<file path="src/rtl/alu_ctrl_pkg.sv">
// Shared definitions for the ALU sharing controller: opcodes, controller
// states and the opcode-dependent settle time lookup.
package alu_ctrl_pkg;

    localparam logic [2:0] ALUOP_FWD   = 3'b000;
    localparam logic [2:0] ALUOP_ADD   = 3'b001;
    localparam logic [2:0] ALUOP_AND   = 3'b010;
    localparam logic [2:0] ALUOP_OR    = 3'b011;
    localparam logic [2:0] ALUOP_MUL   = 3'b100;
    localparam logic [2:0] ALUOP_SHIFT = 3'b101;
    localparam logic [2:0] ALUOP_SRA   = 3'b110;
    localparam logic [2:0] ALUOP_ROR   = 3'b111;

    localparam int unsigned SETTLE_FAST_DEFAULT = 1;
    localparam int unsigned SETTLE_SLOW_DEFAULT = 2;

    typedef enum logic [1:0] {
        IDLE   = 2'd0,
        SETTLE = 2'd1,
        RESP   = 2'd2
    } ctrl_state_t;

    // Adders and the multiplier have the long carry chains; every other
    // opcode settles in the fast time. Every code maps to a defined value.
    function automatic int unsigned settle_cycles(input logic [2:0] select,
                                                  input int unsigned fast,
                                                  input int unsigned slow);
        case (select)
            ALUOP_ADD, ALUOP_MUL:                       return slow;
            ALUOP_FWD, ALUOP_AND, ALUOP_OR,
            ALUOP_SHIFT, ALUOP_SRA, ALUOP_ROR:          return fast;
            default:                                    return fast;
        endcase
    endfunction

endpackage

</file>
<file path="src/rtl/rr_arbiter2.sv">
// Two-way round-robin arbiter. Purely combinational; the caller owns the
// last-granted pointer so it decides when a grant actually counts.
module rr_arbiter2 (
    input  logic [1:0] valid,
    input  logic       last,
    output logic [1:0] grant
);

    // A lone requester always wins; on contention the one not served last wins.
    always_comb begin
        grant = 2'b00;
        if (valid == 2'b11) begin
            grant = last ? 2'b01 : 2'b10;
        end else begin
            grant = valid;
        end
    end

endmodule

</file>
<file path="src/rtl/alu_arbiter.sv">
// Shares one combinational ALU between two requesters. The winner's operands
// are registered onto the ALU, held for the opcode's settle time, and the
// result is returned over a valid/ready response channel.
module alu_arbiter
    import alu_ctrl_pkg::*;
#(
    parameter int unsigned WIDTH       = 8,
    parameter int unsigned SETTLE_FAST = SETTLE_FAST_DEFAULT,
    parameter int unsigned SETTLE_SLOW = SETTLE_SLOW_DEFAULT
) (
    input  logic             clk,
    input  logic             reset_n,

    input  logic             req0_valid,
    output logic             req0_ready,
    input  logic [WIDTH-1:0] req0_data1,
    input  logic [WIDTH-1:0] req0_data2,
    input  logic [2:0]       req0_select,
    input  logic             req0_shift_direction,

    input  logic             req1_valid,
    output logic             req1_ready,
    input  logic [WIDTH-1:0] req1_data1,
    input  logic [WIDTH-1:0] req1_data2,
    input  logic [2:0]       req1_select,
    input  logic             req1_shift_direction,

    output logic [WIDTH-1:0] alu_data1,
    output logic [WIDTH-1:0] alu_data2,
    output logic [2:0]       alu_select,
    output logic             alu_shift_direction,
    input  logic [WIDTH-1:0] alu_result,

    output logic             rsp_valid,
    input  logic             rsp_ready,
    output logic             rsp_id,
    output logic [WIDTH-1:0] rsp_result,
    output logic             rsp_zero
);

    localparam int CNT_W = 8;

    ctrl_state_t      state_q;
    ctrl_state_t      state_d;
    logic [CNT_W-1:0] cnt_q;
    logic             last_q;

    logic [1:0]       grant;
    logic             winner;
    logic             req_handshake;
    logic             rsp_handshake;

    logic [WIDTH-1:0] win_data1;
    logic [WIDTH-1:0] win_data2;
    logic [2:0]       win_select;
    logic             win_shift_direction;
    logic [CNT_W-1:0] win_cnt_load;

    rr_arbiter2 u_arbiter (
        .valid ({req1_valid, req0_valid}),
        .last  (last_q),
        .grant (grant)
    );

    // Grants are only offered while idle and out of reset; the loser sees READY low.
    always_comb begin
        req0_ready = 1'b0;
        req1_ready = 1'b0;
        if (reset_n && (state_q == IDLE)) begin
            req0_ready = grant[0];
            req1_ready = grant[1];
        end
    end

    assign winner        = grant[1];
    assign req_handshake = (req0_valid && req0_ready) || (req1_valid && req1_ready);
    assign rsp_handshake = rsp_valid && rsp_ready;

    // Route the winning requester's payload toward the ALU operand registers.
    always_comb begin
        win_data1           = req0_data1;
        win_data2           = req0_data2;
        win_select          = req0_select;
        win_shift_direction = req0_shift_direction;
        if (winner) begin
            win_data1           = req1_data1;
            win_data2           = req1_data2;
            win_select          = req1_select;
            win_shift_direction = req1_shift_direction;
        end
        win_cnt_load = CNT_W'(settle_cycles(win_select, SETTLE_FAST, SETTLE_SLOW) - 1);
    end

    // Controller state register; reset aborts whatever is in flight.
    always_ff @(posedge clk or negedge reset_n) begin
        if (!reset_n) begin
            state_q <= IDLE;
        end else begin
            state_q <= state_d;
        end
    end

    // Next state: grant in IDLE, count down in SETTLE, wait for the consumer in RESP.
    always_comb begin
        state_d = state_q;
        case (state_q)
            IDLE: begin
                if (req_handshake) begin
                    state_d = SETTLE;
                end
            end
            SETTLE: begin
                if (cnt_q == '0) begin
                    state_d = RESP;
                end
            end
            RESP: begin
                if (rsp_handshake) begin
                    state_d = IDLE;
                end
            end
            default: state_d = IDLE;
        endcase
    end

    // Operand, counter, fairness pointer and response registers. LAST resets
    // to 1 so requester 0 wins the first contention.
    always_ff @(posedge clk or negedge reset_n) begin
        if (!reset_n) begin
            cnt_q               <= '0;
            last_q              <= 1'b1;
            alu_data1           <= '0;
            alu_data2           <= '0;
            alu_select          <= ALUOP_FWD;
            alu_shift_direction <= 1'b0;
            rsp_valid           <= 1'b0;
            rsp_id              <= 1'b0;
            rsp_result          <= '0;
            rsp_zero            <= 1'b0;
        end else begin
            case (state_q)
                IDLE: begin
                    if (req_handshake) begin
                        alu_data1           <= win_data1;
                        alu_data2           <= win_data2;
                        alu_select          <= win_select;
                        alu_shift_direction <= win_shift_direction;
                        last_q              <= winner;
                        rsp_id              <= winner;
                        cnt_q               <= win_cnt_load;
                    end
                end
                SETTLE: begin
                    if (cnt_q == '0) begin
                        rsp_result <= alu_result;
                        rsp_zero   <= (alu_result == '0);
                        rsp_valid  <= 1'b1;
                    end else begin
                        cnt_q <= cnt_q - 1'b1;
                    end
                end
                RESP: begin
                    if (rsp_handshake) begin
                        rsp_valid <= 1'b0;
                    end
                end
                default: begin
                    rsp_valid <= 1'b0;
                end
            endcase
        end
    end

endmodule

</file>
<file path="config.mk">
export PLATFORM = sky130hd
export DESIGN_NAME = alu_arbiter
export DESIGN_NICKNAME = d
export VERILOG_FILES = /design/src/rtl/alu_ctrl_pkg.sv /design/src/rtl/rr_arbiter2.sv /design/src/rtl/alu_arbiter.sv
export SDC_FILE = /design/constraint.sdc
export NUM_CORES = 1
export LEC_CHECK = 0
export ABC_CLOCK_PERIOD_IN_PS = 3350
export BUFFER_PORTS_ARGS = -buffer_cell sky130_fd_sc_hd__buf_2
export CAP_MARGIN = 20
export CORE_UTILIZATION = 37
export CTS_BUF_LIST = sky130_fd_sc_hd__clkbuf_16
export DETAILED_ROUTE_END_ITERATION = 7
export MAX_ROUTING_LAYER = met4
export PLACE_DENSITY = 0.67
export SLEW_MARGIN = 25
export SYNTH_ARGS = -nofsm -noshare
export SYNTH_HDL_FRONTEND = slang
export SYNTH_HIERARCHICAL = 1
export SYNTH_SLANG_ARGS = --single-unit
</file>
<file path="constraint.sdc">
create_clock -name clk -period 3.35 [get_ports clk]
set_input_delay 0.5025 -clock clk [delete_from_list [all_inputs] [get_ports clk]]
set_output_delay 0.5025 -clock clk [all_outputs]
set_load 0.05 [all_outputs]
</file>
==> impl_metrics.json <==
{
  "io_buffers": 85,
  "htreeDepth": 2,
  "post-route-period-util_pct": 74.5,
  "drt_wl_total_mm": 4.48,
  "cap_violations": 0,
  "cts_tree": "done",
  "die_x_um": 76.7,
  "ctsResizeCount": 0,
  "cp-start-kind": "flop",
  "rsz0062_at_grt": "no",
  "max_slew.worst_pin.slew_ps": 541,
  "syn_nets": 242,
  "async_reset_ff_share_pct": 100,
  "critPathMaxFanout": 4,
  "rows": 26,
  "cp_slowest_stage_delay_ps": 560,
  "dieArea_um2": 5890,
  "fin_nets": 330,
  "arrival_ps": 2710,
  "yosysWarningCount": 6,
  "grt_first_pass_wirelength_mm": 7.61,
  "die_h_um": 76.7,
  "grt_max_degree": 43,
  "synth_edf_count": 0,
  "relSlewSlack_pct": 63.6,
  "grt.total_usage_pct": 16.8,
  "start_util_pct": 39.4,
  "synth_seq_cells": 42,
  "vdd_ir_drop_max_uv": 461,
  "leakagePower_nw": 1.42,
  "setup-tns-final_ps": 0,
  "whs_ps": 304,
  "post-cts-setup-buffers": 0,
  "skew_ps": 1.41,
  "synthCells": 188,
  "status": "finished clean",
  "cp.required_ps": 3570,
  "powerDensity_nw_per_um2": 1110,
  "drc": 0,
  "synthFlopType": "dfrtp_1",
  "num-fill-cells": 481,
  "ys_seq_area_share_pct": 50.9,
  "drive_gt1_share_pct": 41.9,
  "antenna_found_initial": 0,
  "io_pins": 86,
  "postRouteAntennaNets": 0,
  "slowest_stage": "dfstp_2",
  "syn_area_um2": 2070,
  "post-dp-hpwl_mm": 3.44,
  "gp_congestion": 0.795,
  "clock_path_buffers": 2,
  "cts_buffers": 5,
  "insertion_delay_ps": 280,
  "hold_class": "input port to asynchronous set/reset pin",
  "ys_types": 42,
  "path_clk_slew_ps": 60,
  "grt_pass1_vias": 1717,
  "drt_iter0_drc": 59,
  "avgSynthCellArea_um2": 11.0,
  "grt-ovfl-total": 0,
  "wire_per_inst_um": 12.9,
  "vias": 1680,
  "first_pass_iters": 4,
  "hold_viol": 0,
  "fmax_mhz": 401,
  "hold_buffers": 0,
  "cts.sinks": 42,
  "min_period_ps": 2500,
  "end_kind": "flop",
  "area_growth_pct": 33.4,
  "maxSlewViolCount": 0,
  "fin_util_pct": 52.6,
  "avgViaCountPerCell": 4.84,
  "path_cells": "a21boi_2, nor2b_1, a221oi_1, a21o_1, ha_1, nand2b_4, or4_2, a21oi_1, a221o_1",
  "setup_violations": 0,
  "clockRootBuffer": "clkbuf_16",
  "coreArea_um2": 5240,
  "antenna-diode-count": 0,
  "crit_type": "flop to flop"
}
## worst paths after layout
check | endpoint | from | depth (start not counted) | slack [ps]
max | cnt_q[6] | last_q | 9 | 850
min reg2reg | alu_data1[4] | alu_data1[4] | 2 | 470
max in group asynchronous | last_q | reset_n | 2 | 2680
min | alu_data2[0] | reset_n | 2 | 300
min in group clk | rsp_result[5] | alu_result[5] | 2 | 470
max reg2reg | cnt_q[6] | last_q | 9 | 850
## routing by layer
layer / track usage, % / share of wire [%] / up-vias
li1: - / - / 837
met1: 19.2 / 43 / 787
met2: 28.8 / 52 / 50
met3: 4.29 / 4.2 / 6
met4: 4.81 / 1.0 / 0
met5: - / 0 / -
## synthesized netlist by cell type, types with 2 or more instances
master	number	share of area (%)
mux2_4	6	4.4
inv_1	4	0.73
mux2_2	2	1.1
xor2_1	3	1.3
nor4_4	2	2.1
nand2b_1	2	0.61
nor3_1	2	0.48
nor2_1	2	0.36
buf_2	6	1.5
mux2i_1	21	10
a21oi_1	6	1.5
and2_1	2	0.61
o21ai_0	24	5.8
nand2_1	34	6.2
nor2b_1	2	0.61
nor4_1	4	1.2
dfrtp_1	41	50
## cell type report
cell class                      instances  area [µm²]  area share [%]
Sequential cell                        42        1050            38.2
Multi-Input combinational cell        134         957            34.7
Timing Repair Buffer                   89         455            16.5
Clock buffer                            5         125            4.54
Tap cell                               70        87.6            3.18
Clock inverter                          3        63.8            2.32
Inverter                                4        15.0           0.545
## placed cells by master, fill, tap and decap left out, types with 2 or more instances in the layout
cell | synthesis | final
buf_2 | 6 | 85
dfrtp_1 | 41 | 41
nand2_1 | 34 | 34
o21ai_0 | 24 | 24
mux2i_1 | 21 | 21
a21oi_1 | 6 | 6
mux2_4 | 6 | 6
clkbuf_16 | 0 | 5
inv_1 | 4 | 4
nor4_1 | 4 | 4
buf_4 | 0 | 4
xor2_1 | 3 | 3
nor2b_1 | 2 | 2
nor2_1 | 2 | 2
and2_1 | 2 | 2
nor4_4 | 2 | 2
nand2b_1 | 2 | 2
nor3_1 | 2 | 2
mux2_2 | 2 | 2
bufinv_16 | 0 | 2
## cells by family (layout without fill, tap and decap cells)
group | Yosys count | count (layout) | share of synthesized area, %
compound gates | 41 | 41 | 12.1
xor+xnor | 3 | 3 | 1.27
fa+ha+maj | 1 | 1 | 0.606
buf+inv | 12 | 101 | 2.91
flops | 42 | 42 | 50.9
mux | 30 | 30 | 16.2
simple gates | 59 | 59 | 16.1
## where the power goes
part	internal (mW)	switching, mW	leakage, nW
Sequential	0.745	0.173	0.519
Clock	0.424	0.184	0.0915
Combinational	0.463	1.07	0.813
## flip-flops by register name, summed over array words and instances (netlist names)
name / cells
alu_data1: 8
rsp_id: 1
alu_data2: 8
last_q: 1
state_q: 2
alu_select: 3
rsp_zero: 1
alu_shift_direction: 1
cnt_q: 8
rsp_result: 8
rsp_valid: 1
## stage by stage
step / area, µm² / cells / power, mW / setup slack [ps]
finish: 2760 / 347 / 3.06 / 854
global route: 2760 / 347 / 3.23 / 712
CTS: 2760 / 347 / 3.08 / 876
detailed placement: 2570 / 339 / 2.46 / 718
global placement: 2570 / 339 / 2.43 / 783
floorplan: 2070 / 188 / 2.10 / 915
## critical path: cells and delay by family (launching register included)
family | cells | cell delay, ps
AOI/OAI and AO/OA | 5 | 890
adders and majority gates | 1 | 250
DFF | 1 | 560
and+or+nand+nor | 3 | 740
(Power assumes the default switching activity.)
